[config.mk]
export PLATFORM = sky130hd
export DESIGN_NAME = l2_tcdm_arbiter
export DESIGN_NICKNAME = d
export VERILOG_FILES = /design/src/rtl/l2_arb_pkg.sv /design/src/rtl/fifo_v3.sv /design/src/rtl/l2_tcdm_arbiter.sv
export SDC_FILE = /design/constraint.sdc
export NUM_CORES = 1
export LEC_CHECK = 0
export CAP_MARGIN = 10
export CORE_AREA = 2 2 123 125
export DETAILED_ROUTE_END_ITERATION = 7
export DIE_AREA = 0 0 125 127
export GPL_TIMING_DRIVEN = 0
export PLACE_DENSITY = 0.79
export SYNTH_ARGS = -nofsm -noshare
export SYNTH_HDL_FRONTEND = slang
export SYNTH_HIERARCHICAL = 1
export SYNTH_SLANG_ARGS = --single-unit
[constraint.sdc]
create_clock -name clk_i -period 2.2 [get_ports clk_i]
set_input_delay 0.33 -clock clk_i [delete_from_list [all_inputs] [get_ports clk_i]]
set_output_delay 0.33 -clock clk_i [all_outputs]
set_load 0.1 [all_outputs]
[src/rtl/l2_arb_pkg.sv]
// Shared types and width helpers for the L2 TCDM arbiter.
// The widths derived here are reused by the top-level parameters.
package l2_arb_pkg;

   localparam int unsigned DefaultNumReq = 2;

   function automatic int unsigned idx_width(input int unsigned n);
      return (n > 1) ? $clog2(n) : 1;
   endfunction

   function automatic int unsigned StarveCntW(input int unsigned limit);
      return $clog2(limit + 1);
   endfunction

   typedef logic [idx_width(DefaultNumReq)-1:0] idx_t;

endpackage

[src/rtl/fifo_v3.sv]
// Small synchronous FIFO holding requester IDs of accepted, not yet answered requests.
// The head is read combinationally so responses route in the same cycle.
module fifo_v3 #(
   parameter int unsigned DATA_WIDTH = 32,
   parameter int unsigned DEPTH      = 8
) (
   input  logic                  clk_i,
   input  logic                  rst_ni,
   output logic                  full_o,
   output logic                  empty_o,
   input  logic [DATA_WIDTH-1:0] data_i,
   input  logic                  push_i,
   output logic [DATA_WIDTH-1:0] data_o,
   input  logic                  pop_i
);
   localparam int unsigned PtrW = (DEPTH > 1) ? $clog2(DEPTH) : 1;
   localparam int unsigned CntW = $clog2(DEPTH + 1);

   typedef logic [PtrW-1:0] ptr_t;
   localparam ptr_t LastPtr = ptr_t'(DEPTH - 1);

   logic [DATA_WIDTH-1:0] mem_q [DEPTH];
   ptr_t                  rd_ptr_q, wr_ptr_q;
   logic [CntW-1:0]       cnt_q;
   logic                  do_push, do_pop;

   assign full_o  = (cnt_q == CntW'(DEPTH));
   assign empty_o = (cnt_q == '0);
   assign do_push = push_i && !full_o;
   assign do_pop  = pop_i && !empty_o;
   assign data_o  = mem_q[rd_ptr_q];

   always_ff @(posedge clk_i) begin
      if (do_push) mem_q[wr_ptr_q] <= data_i;
   end

   always_ff @(posedge clk_i or negedge rst_ni) begin
      if (!rst_ni) begin
         rd_ptr_q <= '0;
         wr_ptr_q <= '0;
         cnt_q    <= '0;
      end else begin
         if (do_push) wr_ptr_q <= (wr_ptr_q == LastPtr) ? '0 : wr_ptr_q + 1'b1;
         if (do_pop)  rd_ptr_q <= (rd_ptr_q == LastPtr) ? '0 : rd_ptr_q + 1'b1;
         if (do_push && !do_pop)      cnt_q <= cnt_q + 1'b1;
         else if (!do_push && do_pop) cnt_q <= cnt_q - 1'b1;
      end
   end

endmodule

[src/rtl/l2_tcdm_arbiter.sv]
// Merges NumReq TCDM requesters onto one interconnect port: round-robin with a
// high-priority class, starvation forcing, and ID-tracked response routing.
module l2_tcdm_arbiter
   import l2_arb_pkg::*;
#(
   parameter int unsigned NumReq         = 2,
   parameter int unsigned AddrWidth      = 32,
   parameter int unsigned DataWidth      = 32,
   parameter int unsigned MaxOutstanding = 2,
   parameter int unsigned StarveLimit    = 16
) (
   input  logic                                clk_i,
   input  logic                                rst_ni,
   input  logic [NumReq-1:0]                   req_i,
   input  logic [NumReq-1:0][AddrWidth-1:0]    add_i,
   input  logic [NumReq-1:0]                   wen_i,
   input  logic [NumReq-1:0][DataWidth-1:0]    wdata_i,
   input  logic [NumReq-1:0][DataWidth/8-1:0]  be_i,
   input  logic [NumReq-1:0]                   hi_prio_i,
   output logic [NumReq-1:0]                   gnt_o,
   output logic [NumReq-1:0]                   r_valid_o,
   output logic [NumReq-1:0][DataWidth-1:0]    r_rdata_o,
   output logic                                m_req_o,
   output logic [AddrWidth-1:0]                m_add_o,
   output logic                                m_wen_o,
   output logic [DataWidth-1:0]                m_wdata_o,
   output logic [DataWidth/8-1:0]              m_be_o,
   input  logic                                m_gnt_i,
   input  logic                                m_r_valid_i,
   input  logic [DataWidth-1:0]                m_r_rdata_i,
   output logic                                err_o
);
   localparam int unsigned IdxW = idx_width(NumReq);
   localparam int unsigned CntW = StarveCntW(StarveLimit);

   typedef logic [IdxW-1:0] req_idx_t;
   typedef logic [CntW-1:0] cnt_t;
   localparam cnt_t CntMax = cnt_t'(StarveLimit);

   req_idx_t                rr_ptr_q, winner, head;
   logic                    found, fifo_full, fifo_empty, hs, pop;
   logic [NumReq-1:0]       eligible;
   logic [NumReq-1:0][CntW-1:0] starve_cnt_q;
   logic                    err_q;

   assign eligible = req_i & ~{NumReq{fifo_full}};

   // Starved requesters first, then high class, then low class, both from rr_ptr.
   always_comb begin
      req_idx_t cand;
      winner = '0;
      found  = 1'b0;
      cand   = '0;
      for (int i = 0; i < NumReq; i++) begin
         if (!found && eligible[i] && starve_cnt_q[i] == CntMax) begin
            winner = req_idx_t'(i);
            found  = 1'b1;
         end
      end
      for (int cls = 1; cls >= 0; cls--) begin
         for (int off = 0; off < NumReq; off++) begin
            cand = req_idx_t'((32'(rr_ptr_q) + 32'(off)) % NumReq);
            if (!found && eligible[cand] && (hi_prio_i[cand] == (cls == 1))) begin
               winner = cand;
               found  = 1'b1;
            end
         end
      end
   end

   assign m_req_o   = found;
   assign m_add_o   = found ? add_i[winner]   : '0;
   assign m_wen_o   = found ? wen_i[winner]   : 1'b0;
   assign m_wdata_o = found ? wdata_i[winner] : '0;
   assign m_be_o    = found ? be_i[winner]    : '0;
   assign hs        = m_req_o && m_gnt_i;
   assign pop       = m_r_valid_i && !fifo_empty;
   assign err_o     = err_q;

   for (genvar gi = 0; gi < NumReq; gi++) begin : g_req
      assign gnt_o[gi]     = hs && (winner == req_idx_t'(gi));
      assign r_valid_o[gi] = pop && (head == req_idx_t'(gi));
      assign r_rdata_o[gi] = m_r_rdata_i;
   end

   always_ff @(posedge clk_i or negedge rst_ni) begin
      if (!rst_ni) begin
         rr_ptr_q     <= '0;
         starve_cnt_q <= '0;
         err_q        <= 1'b0;
      end else begin
         if (hs) rr_ptr_q <= (winner == req_idx_t'(NumReq - 1)) ? '0 : winner + 1'b1;
         for (int i = 0; i < NumReq; i++) begin
            if (gnt_o[i])
               starve_cnt_q[i] <= '0;
            else if (req_i[i] && starve_cnt_q[i] != CntMax)
               starve_cnt_q[i] <= starve_cnt_q[i] + 1'b1;
         end
         if (m_r_valid_i && fifo_empty) err_q <= 1'b1;
      end
   end

   fifo_v3 #(
      .DATA_WIDTH (IdxW),
      .DEPTH      (MaxOutstanding)
   ) i_id_fifo (
      .clk_i   (clk_i),
      .rst_ni  (rst_ni),
      .full_o  (fifo_full),
      .empty_o (fifo_empty),
      .data_i  (winner),
      .push_i  (hs),
      .data_o  (head),
      .pop_i   (pop)
   );

endmodule

# Word level (Yosys, flattened, before mapping)
# Memory sizes are Yosys's and may differ from the RTL's.
# Cells that the tools add are included.
op_classes:
  add_sub_neg: 8
  order_cmp: 3
  n_eq_ne: 5
  muxes: 42
  bitwise: 6
  n_reduce_logical: 37
ops:
  columns: ["operator", "count"]
  rows:
  - ["$mux W32", 6]
  - ["$mux W1", 27]
  - ["$logic_and A1 B1 Y1", 24]
  - ["$mux W5", 4]
  - ["$mux W4", 3]
  - ["$add A5 B1 Y5 const B", 2]
  - ["$eq A5 B5 Y1 const B", 2]
  - ["$ne A5 B5 Y1 const B", 2]
  - ["$logic_not A1 Y1", 9]
  - ["$lt A1 B2 Y1 const B", 3]
  - ["$reduce_bool A2 Y1", 3]
  - ["$add A1 B1 Y1 const B", 4]
  - ["$mux W2", 2]
  - ["$not A1 Y1", 4]
  - ["$add A2 B1 Y2 const B", 1]
  - ["$and A2 B2 Y2", 1]
  - ["$eq A2 B2 Y1 const B", 1]
  - ["$logic_not A2 Y1", 1]
  - ["$not A2 Y2", 1]
  - ["$sub A2 B1 Y2 const B", 1]
totals:
  regBits: 16
  mem_bits_rw: 2
  in_bits: 178
  out_inout_bits: 139
  elab_cells: 109
  memories: 1
mem_list:
  columns: ["name", "depth", "width", "rd", "rd_ports_with_merged_regs", "wr", "line", "text"]
  rows:
  - ["i_id_fifo.mem_q", 2, 1, 1, 0, 1, "fifo_v3.sv:22", "logic [DATA_WIDTH-1:0] mem_q [DEPTH];"]

# Depth between registers and ports, before layout
# Gate-level depths: netlist of run 1.
logic_depth:
  depth_word: 31
  depth_mapped: 13
  mapped_depth_nobuf: 11

# Modules after synthesis
# Netlist of run 1, hierarchy kept.
modules_own_cells:
  columns: ["mod", "n_inst", "cells_per_inst", "area_each_um2"]
  rows:
  - ["l2_tcdm_arbiter", 1, 479, 3213.1]
  - ["fifo_v3", 1, 22, 267.8]

# Least setup slack after synthesis of run 1
# No wires, ideal clock.
synth_timing:
  path_kind: "flip-flop to output port"
  start: "register i_id_fifo.cnt_q[0]"
  end: "output gnt_o[0]"
  arrival_time_ns: 2.531
  slack_ns: -0.661
  path_stages_with_launch: 9
  path_cell_list: "dfrtp_1 -> nand2b_1 -> inv_1 -> or2_1 -> clkbuf_1 -> inv_2 -> and2_1 -> buf_2 -> o21a_1"
synth_between:
  elab_chain_cells: 27
  elab_cells_between_ends: 37
  classes_between: "1 x eq/ne; 15 x mux; 3 x bitwise; 18 x reduce/logical"
synth_rtl:
  columns: ["element", "line", "text"]
  rows:
  - ["start, declared", "fifo_v3.sv:24", "logic [CntW-1:0] cnt_q;"]
  - ["start signal, assigned", "fifo_v3.sv:45", "if (do_push && !do_pop) cnt_q <= cnt_q + 1'b1;"]
  - ["start signal, assigned", "fifo_v3.sv:46", "else if (!do_push && do_pop) cnt_q <= cnt_q - 1'b1;"]
  - ["$eq A2 B2 Y1 *", "fifo_v3.sv:27", "assign full_o = (cnt_q == CntW'(DEPTH));"]
  - ["via fifo_full", "l2_tcdm_arbiter.sv:41", "logic found, fifo_full, fifo_empty, hs, pop;"]
  - ["$not A2 Y2 *", "l2_tcdm_arbiter.sv:46", "assign eligible = req_i & ~{NumReq{fifo_full}};"]
  - ["$and A2 B2 Y2 *", "l2_tcdm_arbiter.sv:46", null]
  - ["$logic_and A1 B1 Y1", "l2_tcdm_arbiter.sv:55", "if (!found && eligible[i] && starve_cnt_q[i] == CntMax) begin"]
  - ["$mux W1", "l2_tcdm_arbiter.sv:55", null]
  - ["$logic_not A1 Y1", "l2_tcdm_arbiter.sv:55", null]
  - ["$logic_and A1 B1 Y1 (2 in a row)", "l2_tcdm_arbiter.sv:55", null]
  - ["[12 not listed]", null, null]
  - ["$mux W1", "l2_tcdm_arbiter.sv:63", "if (!found && eligible[cand] && (hi_prio_i[cand] == (cls == 1))) begin"]
  - ["$logic_not A1 Y1", "l2_tcdm_arbiter.sv:63", null]
  - ["$logic_and A1 B1 Y1 (2 in a row)", "l2_tcdm_arbiter.sv:63", null]
  - ["$mux W1 *", "l2_tcdm_arbiter.sv:63", null]
  - ["via m_req_o", "l2_tcdm_arbiter.sv:23", "output logic m_req_o,"]
  - ["$logic_and A1 B1 Y1 *", "l2_tcdm_arbiter.sv:76", "assign hs = m_req_o && m_gnt_i;"]
  - ["via hs", "l2_tcdm_arbiter.sv:41", null]
  - ["$logic_and A1 B1 Y1 *", "l2_tcdm_arbiter.sv:81", "assign gnt_o[gi] = hs && (winner == req_idx_t'(gi));"]
  - ["end, declared", "l2_tcdm_arbiter.sv:20", "output logic [NumReq-1:0] gnt_o,"]
# Mark *: on every way through the listed nets, which the timed path passes. The rest lies on a longest branch. The select of a mux whose other input is x is not followed.

# Final worst setup path of run 1
layout_timing:
  start: "register i_id_fifo.cnt_q[0]"
  end: "output m_wdata_o[10]"
layout_between:
  elab_chain_cells: 28
  elab_cells_between_ends: 37
  classes_between: "1 x eq/ne; 18 x mux; 2 x bitwise; 16 x reduce/logical"
layout_rtl:
  columns: ["element", "line", "text"]
  rows:
  - ["$eq A2 B2 Y1 *", "fifo_v3.sv:27", null]
  - ["via fifo_full", "l2_tcdm_arbiter.sv:41", null]
  - ["$not A2 Y2 *", "l2_tcdm_arbiter.sv:46", null]
  - ["$and A2 B2 Y2 *", "l2_tcdm_arbiter.sv:46", null]
  - ["$logic_and A1 B1 Y1", "l2_tcdm_arbiter.sv:55", null]
  - ["$mux W1", "l2_tcdm_arbiter.sv:55", null]
  - ["$logic_not A1 Y1", "l2_tcdm_arbiter.sv:55", null]
  - ["$logic_and A1 B1 Y1 (2 in a row)", "l2_tcdm_arbiter.sv:55", null]
  - ["[9 not listed]", null, null]
  - ["$logic_not A1 Y1", "l2_tcdm_arbiter.sv:63", null]
  - ["$logic_and A1 B1 Y1 (2 in a row)", "l2_tcdm_arbiter.sv:63", null]
  - ["$mux W1", "l2_tcdm_arbiter.sv:63", null]
  - ["$logic_not A1 Y1", "l2_tcdm_arbiter.sv:63", null]
  - ["$logic_and A1 B1 Y1 (2 in a row)", "l2_tcdm_arbiter.sv:63", null]
  - ["$mux W1", "l2_tcdm_arbiter.sv:63", null]
  - ["$mux W32 (implied by the code) (2 in a row)", "l2_tcdm_arbiter.sv:74", "assign m_wdata_o = found ? wdata_i[winner] : '0;"]
  - ["$mux W32 *", "l2_tcdm_arbiter.sv:74", null]
  - ["end, declared", "l2_tcdm_arbiter.sv:26", "output logic [DataWidth-1:0] m_wdata_o,"]
# Marks and branches as above.

==> results of run 1 <==
[kinds of logic after synthesis]
kind of cell	share of synthesized area
AOI/OAI and AO/OA	0.3278
buffers and inverters	0.2193
muxes	0.006111
and+or+nand+nor	0.2689
adders and majority gates	0.01797
xor gates and xnor gates	0.02768
DFF	0.1323
[state kept, by name, summed over array words and instances, names as in the netlist]
name	cells
i_id_fifo/rd_ptr_q	1
i_id_fifo/wr_ptr_q	1
err_o	1
i_id_fifo/mem_q	2
i_id_fifo/cnt_q	2
rr_ptr_q	1
starve_cnt_q	10
[path summary, 6_finish.rpt]
path                                                 from                             end  depth (start not counted)
max                        i_id_fifo/cnt_q[0]$_DFFE_PN0P_                   m_wdata_o[10]                          9
min                                     err_o$_DFFE_PN0P_               err_o$_DFFE_PN0P_                          1
max reg2reg                i_id_fifo/cnt_q[1]$_DFFE_PN0P_    i_id_fifo/mem_q[1]$_DFFE_PP_                          9
min reg2reg                             err_o$_DFFE_PN0P_               err_o$_DFFE_PN0P_                          1
max in group asynchronous                          rst_ni  i_id_fifo/cnt_q[0]$_DFFE_PN0P_                          1
min in group asynchronous                          rst_ni               err_o$_DFFE_PN0P_                          1
[metrics by stage]
step | std cells | hold WS, ps | util | setup slack (ps) | total power (W)
2_1_floorplan | 501 | 34.41 | - | -294.1 | 0.008680
4_1_cts | 1000 | 459.9 | 0.5890 | -629.2 | 0.01336
3_5_place_dp | 969 | 448.2 | 0.4998 | -2170 | 0.01074
3_3_place_gp | 969 | 441.7 | 0.4998 | -2140 | 0.01068
6_report | 1003 | 456.9 | 0.5949 | -636.3 | 0.01350
5_1_grt | 1003 | 500.8 | 0.5949 | -685.0 | 0.01395
[cell type report]
| type | count | area [um2] |
|---|---|---|
| plain buffers | 116 | 919.6 |
| clock buffers | 4 | 78.83 |
| fillers | 1192 | 5843 |
| inverters | 8 | 40.04 |
| multi-input cells | 355 | 2973 |
| flip-flops and latches | 18 | 461.7 |
| well taps | 184 | 230.2 |
| repair buffers | 318 | 3877 |
[placed cells by master (no fill, tap or decap), types with 6 or more instances in the layout]
cell type / count
clkdlybuf4s50_1: 207
buf_4: 97
nor2_1: 78
buf_12: 77
nand4_1: 72
o211a_4: 69
a21oi_1: 54
a21oi_2: 22
dfrtp_1: 15
clkbuf_2: 12
clkbuf_1: 12
nand2_1: 8
clkbuf_4: 6
xor2_1: 6
[report_power, final]
group | internal, W | switching [W] | leakage, nW
combinational | 0.00483 | 0.00771 | 3.13
clock | 0.000246 | 0.000121 | 0.0382
sequential | 0.000473 | 0.000125 | 0.213
[worst reg2reg max path, stage by stage, from the launching register on]
cell and delay [ps]:
dfrtp_1 410, nand2b_4 100, inv_4 50, or4b_1 460, o2111a_2 190, a21oi_4 160, nor2_4 100, buf_4 150
buf_8 120, buf_4 140
[per-layer routing]
metal,up-vias,GRT usage,part of all wire
li1,2433,-,-
met1,2488,0.2551,0.39
met2,240,0.4082,0.53
met3,21,0.03099,0.062
met4,0,0.05556,0.018
met5,-,0,0
[timing repair]
action,CTS,global route
endpoints found under the hold margin,0,0
pin swaps,7,1
endpoints found under the setup margin,76,79
cloned,4,0
gates resized for setup,717,41
hold buffers,0,0
buffers inserted,26,4
==> results.ini, run 1 <==
[sta]
fmax_mhz=352.6
fin_crit_ps=2836
setup_tns_ps=-37640
skew_ps=2.405
worstMarginPinSlew_ps=1023
hold_viol_final=0
setup_viol=71
rsz0062_at_grt=true
period_share=1.289
slew_viol_final=0
slew_headroom=0.3158
setup_slack_ps=-636.3

[status]
status=finished with violations
violations=negative setup slack

[hold_path]
min_path_type=flop to flop

[worst_setup_path]
path_cells=nand2b_4, inv_4, and4bb_2, a31oi_4, buf_4, clkbuf_1, nand4_1, o211a_4, buf_12
path_class=flop to primary output
crit_buf_inv=4
critPathRequiredTime_ps=1870
crit_arrival_ps=2510
critPathMaxFanout=10
worstSetupEndpointType=primary output
critPathMaxStageDelay_ps=420
path_delay_family=buffers and inverters
start_kind=flop
slowest_stage=clkbuf_1
worst-r2r-setup-slack_ps=80

[synth]
synth_largest_area_cell=o211a_1
ys_ff_latch=18
synth_edf_count=2
yosys.cell_count.top_type=nor2_1
synth_flop_cell=dfrtp_1
synth.distinct_cells=37
syn-mean-instance-area_um2=6.948
syn_area_um2=3481
netlist.area_leader.share=0.1984
synthArstFlopShare=0.8889
ys_seq_area_frac=0.1323
yosysWarnings=6
synth_area_leaders=o211a_1 (20%), buf_4 (14%), nand4_1 (13%)
synthTopCellsByCount=nor2_1 (79), a21oi_1 (77), nand4_1 (72)
syn-num-nets=684
syn_inst=501

[place]
dp_hpwl_um=13420
gp_congestion=0.8319
placed_area_um2=7209
port-buffer-count=284

[die]
core.rowCount=44
fp.coreArea_um2=14420
die_h_um=127
io_pins=317
start_util=0.2413
die_area_um2=15880
die_w_um=125

[drt]
wire_per_inst_um=18.66
avgViaCountPerCell=5.167
drtIter0Drc=283
via_count=5182
ant_nets=0
drtPass1Iterations=4
drcViolationCount=0
wl_um=18710

[pwr]
vdd_ir_drop_max_uv=1067
p_leak_nw=3.385
p_per_area_nw_per_um2=1573

[grt]
grt_pass1_vias=5280
overflow=0
grt_usage=0.2157
antenna_found_initial=0
grt_max_degree=17
grt_pass1_wl_um=27970

[finish]
antenna_cells=0
final_area_um2=8581
syn_to_final_growth_pct=146.5
final_nets=1003
drive_above_1_share=0.4005

[clock_tree]
clockRootBuffer=clkbuf_16
clock_latency_ps=250
cts_tree=done
cts_sinks=18
clock_tree.buffer_depth=2
htree_levels=1
clk_pin_slew_ps=50
cts_buffers=3

[flow_run]
cap_violations=0

Note: power is estimated with default switching activity, not from simulation.
==> inputs of run 2 (changes only) <==
--- a/config.mk
+++ b/config.mk
@@ -5,11 +5,11 @@
 export SDC_FILE = /design/constraint.sdc
 export NUM_CORES = 1
 export LEC_CHECK = 0
+export ABC_AREA = 1
 export CAP_MARGIN = 10
-export CORE_AREA = 2 2 123 125
+export CORE_AREA = 2 2 122 124
 export DETAILED_ROUTE_END_ITERATION = 7
-export DIE_AREA = 0 0 125 127
-export GPL_TIMING_DRIVEN = 0
+export DIE_AREA = 0 0 124 126
 export PLACE_DENSITY = 0.79
 export SYNTH_ARGS = -nofsm -noshare
 export SYNTH_HDL_FRONTEND = slang
==> run 2 against run 1 <==
The run still ends with negative setup slack left; non-clock buffer count shrank 117; register-to-register slack lost 340 ps; die area shrank 1.6%; sequential share of layout area shrank 0.13 points; core utilization grew 2.0 points; final area grew 2.6%; fmax grew 2.1%; largest cell class unchanged; highest routed layer unchanged.
==> results.ini, run 2 <==
[sta]
worstMarginPinSlew_ps=263.7  ; was 1023 ps
hold-worst-slack_ps=401.3  ; was 456.9 ps
rsz0062_at_grt=true  ; unchanged
period_share=1.263  ; was 1.289
setup_slack_ps=-577.6  ; was -636.3 ps
skew_ps=2.293  ; was 2.405 ps
setup_viol=82  ; was 71
slew_headroom=0.8230  ; was 0.3158
fin_crit_ps=2778  ; was 2836 ps
slew_viol_final=0  ; unchanged
hold_viol_final=0  ; unchanged
fmax_mhz=360.0  ; was 352.6 MHz
setup_tns_ps=-39040  ; was -37640 ps

[place]
gp_congestion=0.8597  ; was 0.8319
post-place-cells=986  ; was 969
port-buffer-count=220  ; was 284
dp_hpwl_um=11660  ; was 13420 um

[finish]
mostFrequentLayoutCell=clkdlybuf4s50_1  ; unchanged
final_nets=1013  ; was 1003
finalNonFillerCells=1013  ; was 1003
multi_input_area_um2=3448  ; was 2973 um2
mostFrequentLayoutCells=clkdlybuf4s50_1 (143), inv_1 (91), buf_12 (91)  ; was clkdlybuf4s50_1 (207), buf_4 (97), nor2_1 (78)
reg.largest.list=starve_cnt_q (10), i_id_fifo/cnt_q (2), i_id_fifo/mem_q (2)  ; unchanged
final-seq-area_um2=461.7  ; unchanged
largest-register=starve_cnt_q  ; unchanged
fill_cells=1082  ; was 1192
syn_to_final_growth_pct=156.4  ; was 146.5%
largest_register_ffs=10  ; unchanged
antenna_cells=0  ; unchanged
drive_above_1_share=0.5175  ; was 0.4005

[grt]
overflow=0  ; unchanged
grt_pass1_wl_um=21930  ; was 27970 um
grt_usage=0.1731  ; was 0.2157
antenna_found_initial=0  ; unchanged
grt_pass1_vias=4469  ; was 5280
grt_max_degree=36  ; was 17

[synth]
ys_seq_area_frac=0.1342  ; was 0.1323
yosys.cell_count.top_type=nand2_1  ; was nor2_1
synth.distinct_cells=31  ; was 37
synthTopCellsByCount=nand2_1 (110), inv_1 (102), nor2_1 (79)  ; was nor2_1 (79), a21oi_1 (77), nand4_1 (72)
ys_ff_latch=18  ; unchanged
synthArstFlopShare=0.8889  ; unchanged
syn_area_um2=3432  ; was 3481 um2
syn-num-nets=790  ; was 684
netlist.area_leader.share=0.1531  ; was 0.1984
synth_edf_count=2  ; unchanged
yosysWarnings=6  ; unchanged
synth_area_leaders=buf_4 (15%), nand2_1 (12%), dfrtp_1 (12%)  ; was o211a_1 (20%), buf_4 (14%), nand4_1 (13%)
syn_inst=607  ; was 501
synth_largest_area_cell=buf_4  ; was o211a_1
synth_flop_cell=dfrtp_1  ; unchanged
syn-mean-instance-area_um2=5.654  ; was 6.948 um2

[clock_tree]
clk_pin_slew_ps=50  ; about the same
cts_sinks=18  ; unchanged
clock_tree.buffer_depth=2  ; unchanged
htree_levels=1  ; unchanged
cts_buffers=3  ; unchanged
clockRootBuffer=clkbuf_16  ; unchanged
clock_latency_ps=240  ; was 250 ps
cts_tree=done  ; unchanged
postCtsHoldBufs=0  ; unchanged

[worst_setup_path]
critPathMaxFanout=8  ; was 10
r2r-start=i_id_fifo/cnt_q[1]$_DFFE_PN0P_  ; unchanged
path_class=flop to primary output  ; unchanged
critPathRequiredTime_ps=1870  ; about the same
r2r-end=i_id_fifo/cnt_q[1]$_DFFE_PN0P_  ; was i_id_fifo/mem_q[1]$_DFFE_PP_
worst-r2r-cell-count=22  ; was 9
critical_path.startpoint=i_id_fifo/cnt_q[1]$_DFFE_PN0P_  ; was i_id_fifo/cnt_q[0]$_DFFE_PN0P_
crit_arrival_ps=2450  ; was 2510 ps
cp-endpoint=m_wdata_o[28]  ; was m_wdata_o[10]
start_kind=flop  ; unchanged
worstSetupEndpointType=primary output  ; unchanged
worst-r2r-setup-slack_ps=-260  ; was 80 ps

[drt]
avgViaCountPerCell=4.497  ; was 5.167
ant_nets=0  ; unchanged
wire_per_inst_um=15.56  ; was 18.66 um
drtPass1Iterations=4  ; unchanged
via_count=4555  ; was 5182
wl_um=15760  ; was 18710 um
drtIter0Drc=149  ; was 283
drcViolationCount=0  ; unchanged

[die]
die_area_um2=15620  ; was 15880 um2
fp.coreArea_um2=14310  ; was 14420 um2
io_pins=317  ; unchanged
core.rowCount=44  ; unchanged
start_util=0.2398  ; was 0.2413
die_h_um=126  ; was 127 um
die_w_um=124  ; was 125 um

[hold_path]
min_path_type=input pin to asynchronous set/reset pin  ; was flop to flop

[status]
violations=negative setup slack  ; unchanged
status=finished with violations  ; unchanged

[flow_run]
cap_violations=0  ; unchanged

run 2: cell count changes after synthesis, moves of 5 or more:
| cell | delta |
|---|---|
| nand2_1 | +102 |
| inv_1 | +95 |
| nand3_1 | +75 |
| o211a_1 | -69 |
| nand4_1 | -66 |
| clkbuf_1 | -26 |
| a21oi_1 | -18 |
| a21oi_2 | +10 |
| buf_4 | +6 |
| nand2_2 | +6 |
| buf_1 | -5 |
run 2: worst max-delay path, cell delays in order, from the launching register on:
cell     delay [ps]
dfrtp_1         360
inv_2            60
nor2_4          200
nor2_4           60
nand2_2          70
nand2_2          70
nand2_4          80
nand2_4          50
nor2_4          150
buf_6           120
nand3_4         160
nand2_8         210
buf_12          170
nand3_1         110
nand2_2         100
nor2_4           50
buf_12          160
run 2: area by class of cell:
| type | instances | area share |
|---|---|---|
| clock buffers | 4 | 0.01009 |
| flip-flops and latches | 18 | 0.05246 |
| well taps | 184 | 0.02616 |
| repair buffers | 317 | 0.4731 |
| inverters | 107 | 0.04635 |
| multi-input cells | 383 | 0.3918 |
run 2: timing repair:
action / in CTS / in global routing
resized for setup: 29 / 77
setup endpoints to repair: 81 / 90
hold endpoints to repair: 0 / 0
pin swaps: 15 / 24
setup buffers: 9 / 5
cloned: 2 / 9
run 2: worst min path at each step:
stage | start | to | slack, ps | cells past startpoint
after global placement | err_o$_DFFE_PN0P_ | err_o$_DFFE_PN0P_ | 440 | 1
after floorplan | rst_ni | err_o$_DFFE_PN0P_ | 30 | 0
after detailed placement | err_o$_DFFE_PN0P_ | err_o$_DFFE_PN0P_ | 450 | 1
after global routing | rst_ni | i_id_fifo/cnt_q[1]$_DFFE_PN0P_ | 450 | 2
after CTS | rst_ni | starve_cnt_q[2]$_DFFE_PN0P_ | 410 | 2
final | rst_ni | starve_cnt_q[2]$_DFFE_PN0P_ | 400 | 2
run 2: cell families after synthesis:
kind of cell,count (synthesis),synth area share
XOR/XNOR,8,0.02042
flip-flops,18,0.1342
AND/OR/NAND/NOR,291,0.3755
buffers and inverters,208,0.3266
adder cells (fa/ha/maj),5,0.01823
AO/OA/AOI/OAI,77,0.1250
run 2: through the flow:
stage          cell area (um2)  worst slack (ps)  utilization
6_report                  8801            -577.6       0.6149
5_1_grt                   8801            -727.5       0.6149
4_1_cts                   8277            -571.4       0.5782
3_5_place_dp              7968            -579.2       0.5566
3_3_place_gp              7968            -543.0       0.5566
2_1_floorplan             4866            -323.1            -
run 2: layer usage:
layer | GRT usage | vias to the layer above | routed length [um] | share of wire
li1 | - | 2263 | - | -
met1 | 0.1797 | 2085 | 5529 | 0.35
met2 | 0.3407 | 146 | 8604 | 0.55
met3 | 0.02582 | 61 | 1071 | 0.068
met4 | 0.06411 | 0 | 554 | 0.035
met5 | 0 | - | 0 | 0
Power of run 2 is not shown: default switching activity piles up to over one toggle a cycle in this logic, so the estimate is an artifact.
